### config.mk
export PLATFORM = sky130hd
export DESIGN_NAME = controle_jogada
export DESIGN_NICKNAME = d
export VERILOG_FILES = /design/src/rtl/sudoku_pkg.sv /design/src/rtl/detector_borda.sv /design/src/rtl/controle_jogada.sv
export SDC_FILE = /design/constraint.sdc
export NUM_CORES = 1
export LEC_CHECK = 0
export ABC_AREA = 1
export BUFFER_PORTS_ARGS = -buffer_cell sky130_fd_sc_hd__buf_4
export CORE_MARGIN = 2
export CORE_UTILIZATION = 55
export CTS_CLUSTER_DIAMETER = 100
export DETAILED_ROUTE_END_ITERATION = 6
export HOLD_SLACK_MARGIN = 0.06
export PLACE_DENSITY = 0.8
export SLEW_MARGIN = 20
export SYNTH_ARGS = -nofsm -noshare
export SYNTH_HDL_FRONTEND = slang
export SYNTH_SLANG_ARGS = --single-unit
### constraint.sdc
create_clock -name clk -period 3.7 [get_ports clk]
set_input_delay 0.185 -clock clk [delete_from_list [all_inputs] [get_ports clk]]
set_output_delay 0.185 -clock clk [all_outputs]
set_load 0.01 [all_outputs]
### src/rtl/sudoku_pkg.sv
// Shared state codes and move-field constants for the Sudoku move path.
// Imported by the entry block and the move controller.
package sudoku_pkg;

  typedef enum logic [2:0] {
    ESPERA_LINHA  = 3'b000,
    ESPERA_COLUNA = 3'b001,
    ESPERA_VALOR  = 3'b011,
    ESCRITA       = 3'b010,
    VITORIA       = 3'b100,
    ERRO          = 3'b110
  } estado_t;

  localparam logic [3:0] VALOR_NENHUM = 4'd0;
  localparam int         ENDERECO_W   = 7;

  // Fields are 1-based; the cell index is 0-based row-major.
  function automatic logic [ENDERECO_W-1:0] calc_endereco(
    input logic [3:0] l,
    input logic [3:0] c
  );
    logic [ENDERECO_W-1:0] wl;
    logic [ENDERECO_W-1:0] wc;
    wl = ENDERECO_W'(l) - 7'd1;
    wc = ENDERECO_W'(c) - 7'd1;
    return wl * 7'd9 + wc;
  endfunction

endpackage

### src/rtl/detector_borda.sv
// Rising-edge detector: one-cycle pulse when i_sinal goes 0 -> 1.
// Holding the input high yields a single pulse.
module detector_borda (
  input  logic clk,
  input  logic rst_n,
  input  logic i_sinal,
  output logic o_borda
);

  logic r_ant;

  always_ff @(posedge clk or negedge rst_n) begin
    if (!rst_n) r_ant <= 1'b0;
    else        r_ant <= i_sinal;
  end

  assign o_borda = i_sinal & ~r_ant;

endmodule

### src/rtl/controle_jogada.sv
// Move controller: captures row/column/value, writes the move to board
// memory via req/ack, and reports error and victory states.
module controle_jogada
  import sudoku_pkg::*;
#(
  parameter int ERRO_CICLOS    = 50_000_000,
  parameter int TIMEOUT_CICLOS = 1024
) (
  input  logic                  clk,
  input  logic                  rst_n,
  input  logic [3:0]            entrada,
  input  logic                  enableLinha,
  input  logic                  enableColuna,
  input  logic                  enableValor,
  input  logic                  keyVoltar,
  input  logic                  escritaAck,
  input  logic                  escritaOk,
  input  logic                  tabuleiroCompleto,
  output logic [2:0]            estadoJogo,
  output logic [3:0]            linha,
  output logic [3:0]            coluna,
  output logic [3:0]            valor,
  output logic                  escritaReq,
  output logic [ENDERECO_W-1:0] endereco,
  output logic                  erro,
  output logic [7:0]            jogadas
);

  estado_t               r_estado;
  logic                  r_req;
  logic                  r_erro;
  logic [3:0]            r_linha;
  logic [3:0]            r_coluna;
  logic [3:0]            r_valor;
  logic [ENDERECO_W-1:0] r_end;
  logic [7:0]            r_jogadas;
  logic [31:0]           r_timer;

  logic w_en;
  logic w_borda;
  logic w_valido;
  logic w_cap_lin;
  logic w_cap_col;
  logic w_cap_val;
  logic w_volta_col;
  logic w_volta_val;
  logic w_ok;
  logic w_falha;
  logic w_tmo;
  logic w_erro_fim;
  logic w_invalido;
  logic w_limpa;
  logic w_conta;

  assign w_en = enableLinha | enableColuna | enableValor;

  detector_borda u_borda (
    .clk     (clk),
    .rst_n   (rst_n),
    .i_sinal (w_en),
    .o_borda (w_borda)
  );

  // keyVoltar has priority over a strobe in the same cycle.
  assign w_valido    = w_borda & (entrada != VALOR_NENHUM);
  assign w_cap_lin   = (r_estado == ESPERA_LINHA) & w_valido & enableLinha;
  assign w_volta_col = (r_estado == ESPERA_COLUNA) & keyVoltar;
  assign w_cap_col   = (r_estado == ESPERA_COLUNA) & w_valido
                     & enableColuna & ~keyVoltar;
  assign w_volta_val = (r_estado == ESPERA_VALOR) & keyVoltar;
  assign w_cap_val   = (r_estado == ESPERA_VALOR) & w_valido
                     & enableValor & ~keyVoltar;

  assign w_ok       = (r_estado == ESCRITA) & escritaAck & escritaOk;
  assign w_falha    = (r_estado == ESCRITA) & escritaAck & ~escritaOk;
  assign w_tmo      = (r_estado == ESCRITA) & ~escritaAck
                    & (r_timer == 32'(TIMEOUT_CICLOS - 1));
  assign w_erro_fim = (r_estado == ERRO)
                    & (r_timer == 32'(ERRO_CICLOS - 1));
  assign w_invalido = (r_estado != ESPERA_LINHA) & (r_estado != ESPERA_COLUNA)
                    & (r_estado != ESPERA_VALOR) & (r_estado != ESCRITA)
                    & (r_estado != ERRO) & (r_estado != VITORIA);

  assign w_limpa = (w_ok & ~tabuleiroCompleto) | w_falha | w_tmo | w_invalido;
  assign w_conta = ((r_estado == ESCRITA) & ~(w_ok | w_falha | w_tmo))
                 | ((r_estado == ERRO) & ~w_erro_fim);

  always_ff @(posedge clk or negedge rst_n) begin
    if (!rst_n) begin
      r_estado <= ESPERA_LINHA;
      r_req    <= 1'b0;
      r_erro   <= 1'b0;
    end else begin
      case (r_estado)
        ESPERA_LINHA: begin
          if (w_cap_lin) r_estado <= ESPERA_COLUNA;
        end
        ESPERA_COLUNA: begin
          if (w_volta_col)     r_estado <= ESPERA_LINHA;
          else if (w_cap_col)  r_estado <= ESPERA_VALOR;
        end
        ESPERA_VALOR: begin
          if (w_volta_val) begin
            r_estado <= ESPERA_COLUNA;
          end else if (w_cap_val) begin
            r_estado <= ESCRITA;
            r_req    <= 1'b1;
          end
        end
        ESCRITA: begin
          if (w_ok) begin
            r_req    <= 1'b0;
            r_estado <= tabuleiroCompleto ? VITORIA : ESPERA_LINHA;
          end else if (w_falha | w_tmo) begin
            r_req    <= 1'b0;
            r_erro   <= 1'b1;
            r_estado <= ERRO;
          end
        end
        ERRO: begin
          if (w_erro_fim) begin
            r_erro   <= 1'b0;
            r_estado <= ESPERA_LINHA;
          end
        end
        VITORIA: r_estado <= VITORIA;
        default: begin
          r_estado <= ESPERA_LINHA;
          r_req    <= 1'b0;
          r_erro   <= 1'b0;
        end
      endcase
    end
  end

  always_ff @(posedge clk or negedge rst_n) begin
    if (!rst_n) begin
      r_linha  <= VALOR_NENHUM;
      r_coluna <= VALOR_NENHUM;
      r_valor  <= VALOR_NENHUM;
      r_end    <= '0;
    end else if (w_limpa) begin
      r_linha  <= VALOR_NENHUM;
      r_coluna <= VALOR_NENHUM;
      r_valor  <= VALOR_NENHUM;
      r_end    <= '0;
    end else begin
      if (w_cap_lin)   r_linha  <= entrada;
      if (w_volta_col) r_linha  <= VALOR_NENHUM;
      if (w_cap_col)   r_coluna <= entrada;
      if (w_volta_val) r_coluna <= VALOR_NENHUM;
      if (w_cap_val) begin
        r_valor <= entrada;
        r_end   <= calc_endereco(r_linha, r_coluna);
      end
    end
  end

  // One timer serves both the ack timeout and the error hold time.
  always_ff @(posedge clk or negedge rst_n) begin
    if (!rst_n)       r_timer <= '0;
    else if (w_conta) r_timer <= r_timer + 32'd1;
    else              r_timer <= '0;
  end

  always_ff @(posedge clk or negedge rst_n) begin
    if (!rst_n)                         r_jogadas <= 8'd0;
    else if (w_ok && r_jogadas != 8'hFF) r_jogadas <= r_jogadas + 8'd1;
  end

  assign estadoJogo = r_estado;
  assign linha      = r_linha;
  assign coluna     = r_coluna;
  assign valor      = r_valor;
  assign escritaReq = r_req;
  assign endereco   = r_end;
  assign erro       = r_erro;
  assign jogadas    = r_jogadas;

endmodule
==> summary.txt <==
Power
  – Sw Pwr: 1620 uW
  – Pwr Density: 774 nW/um2
  – Max VDD drop: ~0.62 mV
  – Clk pwr share: 18.5%
  – P_int: 2180 uW
  – Seq pwr share: 23.0%
  – Switching part of the total: 42.6%
  – Leakage: 0.00234 uW
  – Combinational share of power: 58.6%

Floorplan
  – Core area: ~7600 um2
  – Die H: 92 um
  – Row count: 32
  – Die ar.: between 8000 and 9000 um2
  – Io pins: 45
  – Die width: a little over 90 um
  – Starting Density: roughly 56%

Cells and area
  – Commonest non-fill, non-tap cells in the layout: nand2_1 (146), nor2_1 (94), inv_1 (65), dfrtp_1 (65), buf_4 (44)
  – Layout cell share with drive strength beyond 1: 14.4%
  – Ant. Diodes: 0
  – Finished Cell Area: ~5000 um2
  – Nets@finish: between 600 and 700
  – Area growth syn-to-layout: 15.2%
  – Most common cell after layout, fill and taps aside: nand2_1
  – Fin util: 64.5%

Global routing
  – Met2 usage: 41.2%
  – First-pass GRT wire length: 17.2 mm
  – Vias in the first global route: 3653
  – GR Util met3: around 7.5%
  – Overall routing resource usage: 25.7%
  – Global Route met1 Usage: 34.7%
  – Congestion Overflow GR: 0
  – Pin count of the biggest net entering global routing: 66
  – Top Usage Layer GRT: met2
  – Initial antenna violation count: 0

Worst hold path
  – Worst min path class: input port to register
  – HP Start: entrada[1]

Logic synthesis
  – Cells after synthesis: 569
  – Synth unique cells: 32
  – Post-synthesis sequential area ratio: 38.2%
  – #FFs+latches synth: 65
  – Post-Syn Area: 4260 um2
  – Synthesized Nets: 604
  – Syn_area_per_cell: 7.49 um2
  – Synth warn: 0

Clock tree
  – H-tree levels: 3
  – Cts hold-fix bufs: 4
  – Clock transition at path regs: roughly 0.080 ns
  – Post-CTS Setup Repair Bufs: 0
  – Clock Path Buffers: 2
  – Clk sinks: 65
  – Cts bufs inserted: 9
  – CTS resizes: 0
  – CTS root buf: clkbuf_8
  – CTS tree: built
  – Clock latency at the later pin of the worst-skew pair: 0.36 ns

Routing
  – Via count: 3868
  – Drt drc: 0
  – Initial DRT Pass Iterations: 5
  – Vias per cell: roughly 5.3
  – DR iter-0 viols: approximately 280
  – Avg WL per Cell: 13.9 um
  – Final ANT Viol Nets: 0
  – Final WL: 10.1 mm

Timing
  – Setup TNS: 0 ns
  – Tcrit/Tclk final: 88.8%
  – Final Hold Fails: 0
  – Fin Hold WS: 0.115 ns
  – Worst Tran Pin Value: approximately 0.82 ns
  – Slew margin rel.: 45.2%
  – Final min period: 3.28 ns
  – Final Max Slew Viols: 0
  – Final Skew: 0.0111 ns
  – Setup violators final: 0
  – Unrepaired setup endpoints after global routing: no
  – Fmax: 0.305 GHz

Critical path
  – Critical path peak fanout: 5
  – Crit-path cells: inv_1 -> ha_1 -> nand2_1 -> nor2_1 -> ha_1 -> ha_1 -> inv_1 -> fa_1 -> inv_1 -> ha_1 -> a21o_1 -> a31oi_1 -> nand3_1 -> nand3_1 -> nand2_1
  – Crit. Startpoint: linha[0]
  – WP data required: 3.93 ns
  – Slowest Stage Delay on Critical Path: 0.53 ns
  – CP Launch Type: register
  – CP max stage cell: fa_1
  – Setup crit end kind: register
  – FF-to-FF setup slack: 0.42 ns
  – CP dominant cell by count: ha_1
  – Worst r2r src: linha[0]
  – Crit Path Category: register to register
  – Data arrival, critical path: 3.51 ns

Placed design
  – DP Area: 4640 um2
  – Hpwl dp: 7.50 mm
  – I/O Buffers: 44
  – Routability cong.: 0.932

Flow run
  – Max_cap viols: 0

Status
  – Status: finished, final reports clean
[sequential cells by signal, indices dropped and copies added (netlist names)]
signal         count
jogadas            8
valor              4
coluna             4
endereco           7
linha              4
u_borda.r_ant      1
estadoJogo         3
escritaReq         1
erro               1
r_timer           32
[metal layers]
layer,wire [um],share of wire [%],up-vias
met5,0,0,-
met4,123,1.2,0
met3,545,5.4,11
met2,4860,48,124
met1,4590,45,1821
li1,-,-,1912
[kinds of logic (layout without fill, tap and decap cells)]
| family | Yosys count | count (layout) | synth area share, % |
|---|---|---|---|
| simple gates | 348 | 348 | 36.4 |
| fa+ha+maj | 22 | 22 | 6.99 |
| flops | 65 | 65 | 38.2 |
| compound gates | 15 | 15 | 1.97 |
| mux | 1 | 1 | 0.264 |
| xor+xnor | 40 | 40 | 8.23 |
| buf+inv | 78 | 133 | 7.96 |
[final timing paths]
path	endpoint	cells past startpoint
max reg2reg	endereco[6]	15
max in group asynchronous	endereco[2]	2
min in group asynchronous	r_timer[3]	2
min	valor[1]	3
min reg2reg	erro	2
max	endereco[6]	15
[stage by stage]
stage	cells	setup slack (ns)	total power (uW)
finish	726	0.416	3800
global route	726	0.157	4210
CTS	726	0.427	3830
detailed placement	706	0.424	3110
global placement	706	0.597	2980
floorplan	569	0.659	2630
[cell usage after synthesis, drive strengths merged]
cell / instances / share of area [%]
inv: 68 / 6.0
ha: 19 / 5.6
nand2: 151 / 14
nor3: 14 / 1.8
clkinv: 1 / 0.12
xnor2: 12 / 2.5
o31ai: 1 / 0.18
nor3b: 2 / 0.35
o21ai: 3 / 0.35
fa: 3 / 1.4
nand4: 39 / 5.7
buf: 8 / 1.8
nor2: 108 / 10
a21o: 1 / 0.18
xor2: 28 / 5.8
nand3: 33 / 4.3
dfrtp: 65 / 38
clkbuf: 1 / 0.088
o211ai: 1 / 0.18
mux2: 1 / 0.26
a31oi: 1 / 0.15
a21oi: 8 / 0.94
or2: 1 / 0.15
[power by group through the flow]
stage	clock, uW	sequential (uW)	combinational (uW)
3_3_place_gp	0	876	2100
3_5_place_dp	0	882	2230
4_1_cts	712	871	2250
6_report	701	872	2220
5_1_grt	743	885	2580
2_1_floorplan	0	900	1740
[critical path: cells and delay by family (launching register included)]
family / cells / cell delay [ns]
AO/OA/AOI/OAI: 2 / 0.36
adder cells (fa/ha/maj): 5 / 1.70
buffers and inverters: 3 / 0.25
flip-flops: 1 / 0.40
AND/OR/NAND/NOR: 5 / 0.44
[layout make-up]
type	count	area, um2
Sequential cell	65	1630
Inverter	69	260
Clock buffer	10	138
Clock inverter	6	90.1
Tap cell	102	128
Multi-Input combinational cell	426	2290
Fill cell	693	2700
Timing Repair Buffer	48	370
No activity file was read; power rests on OpenSTA's default activity.
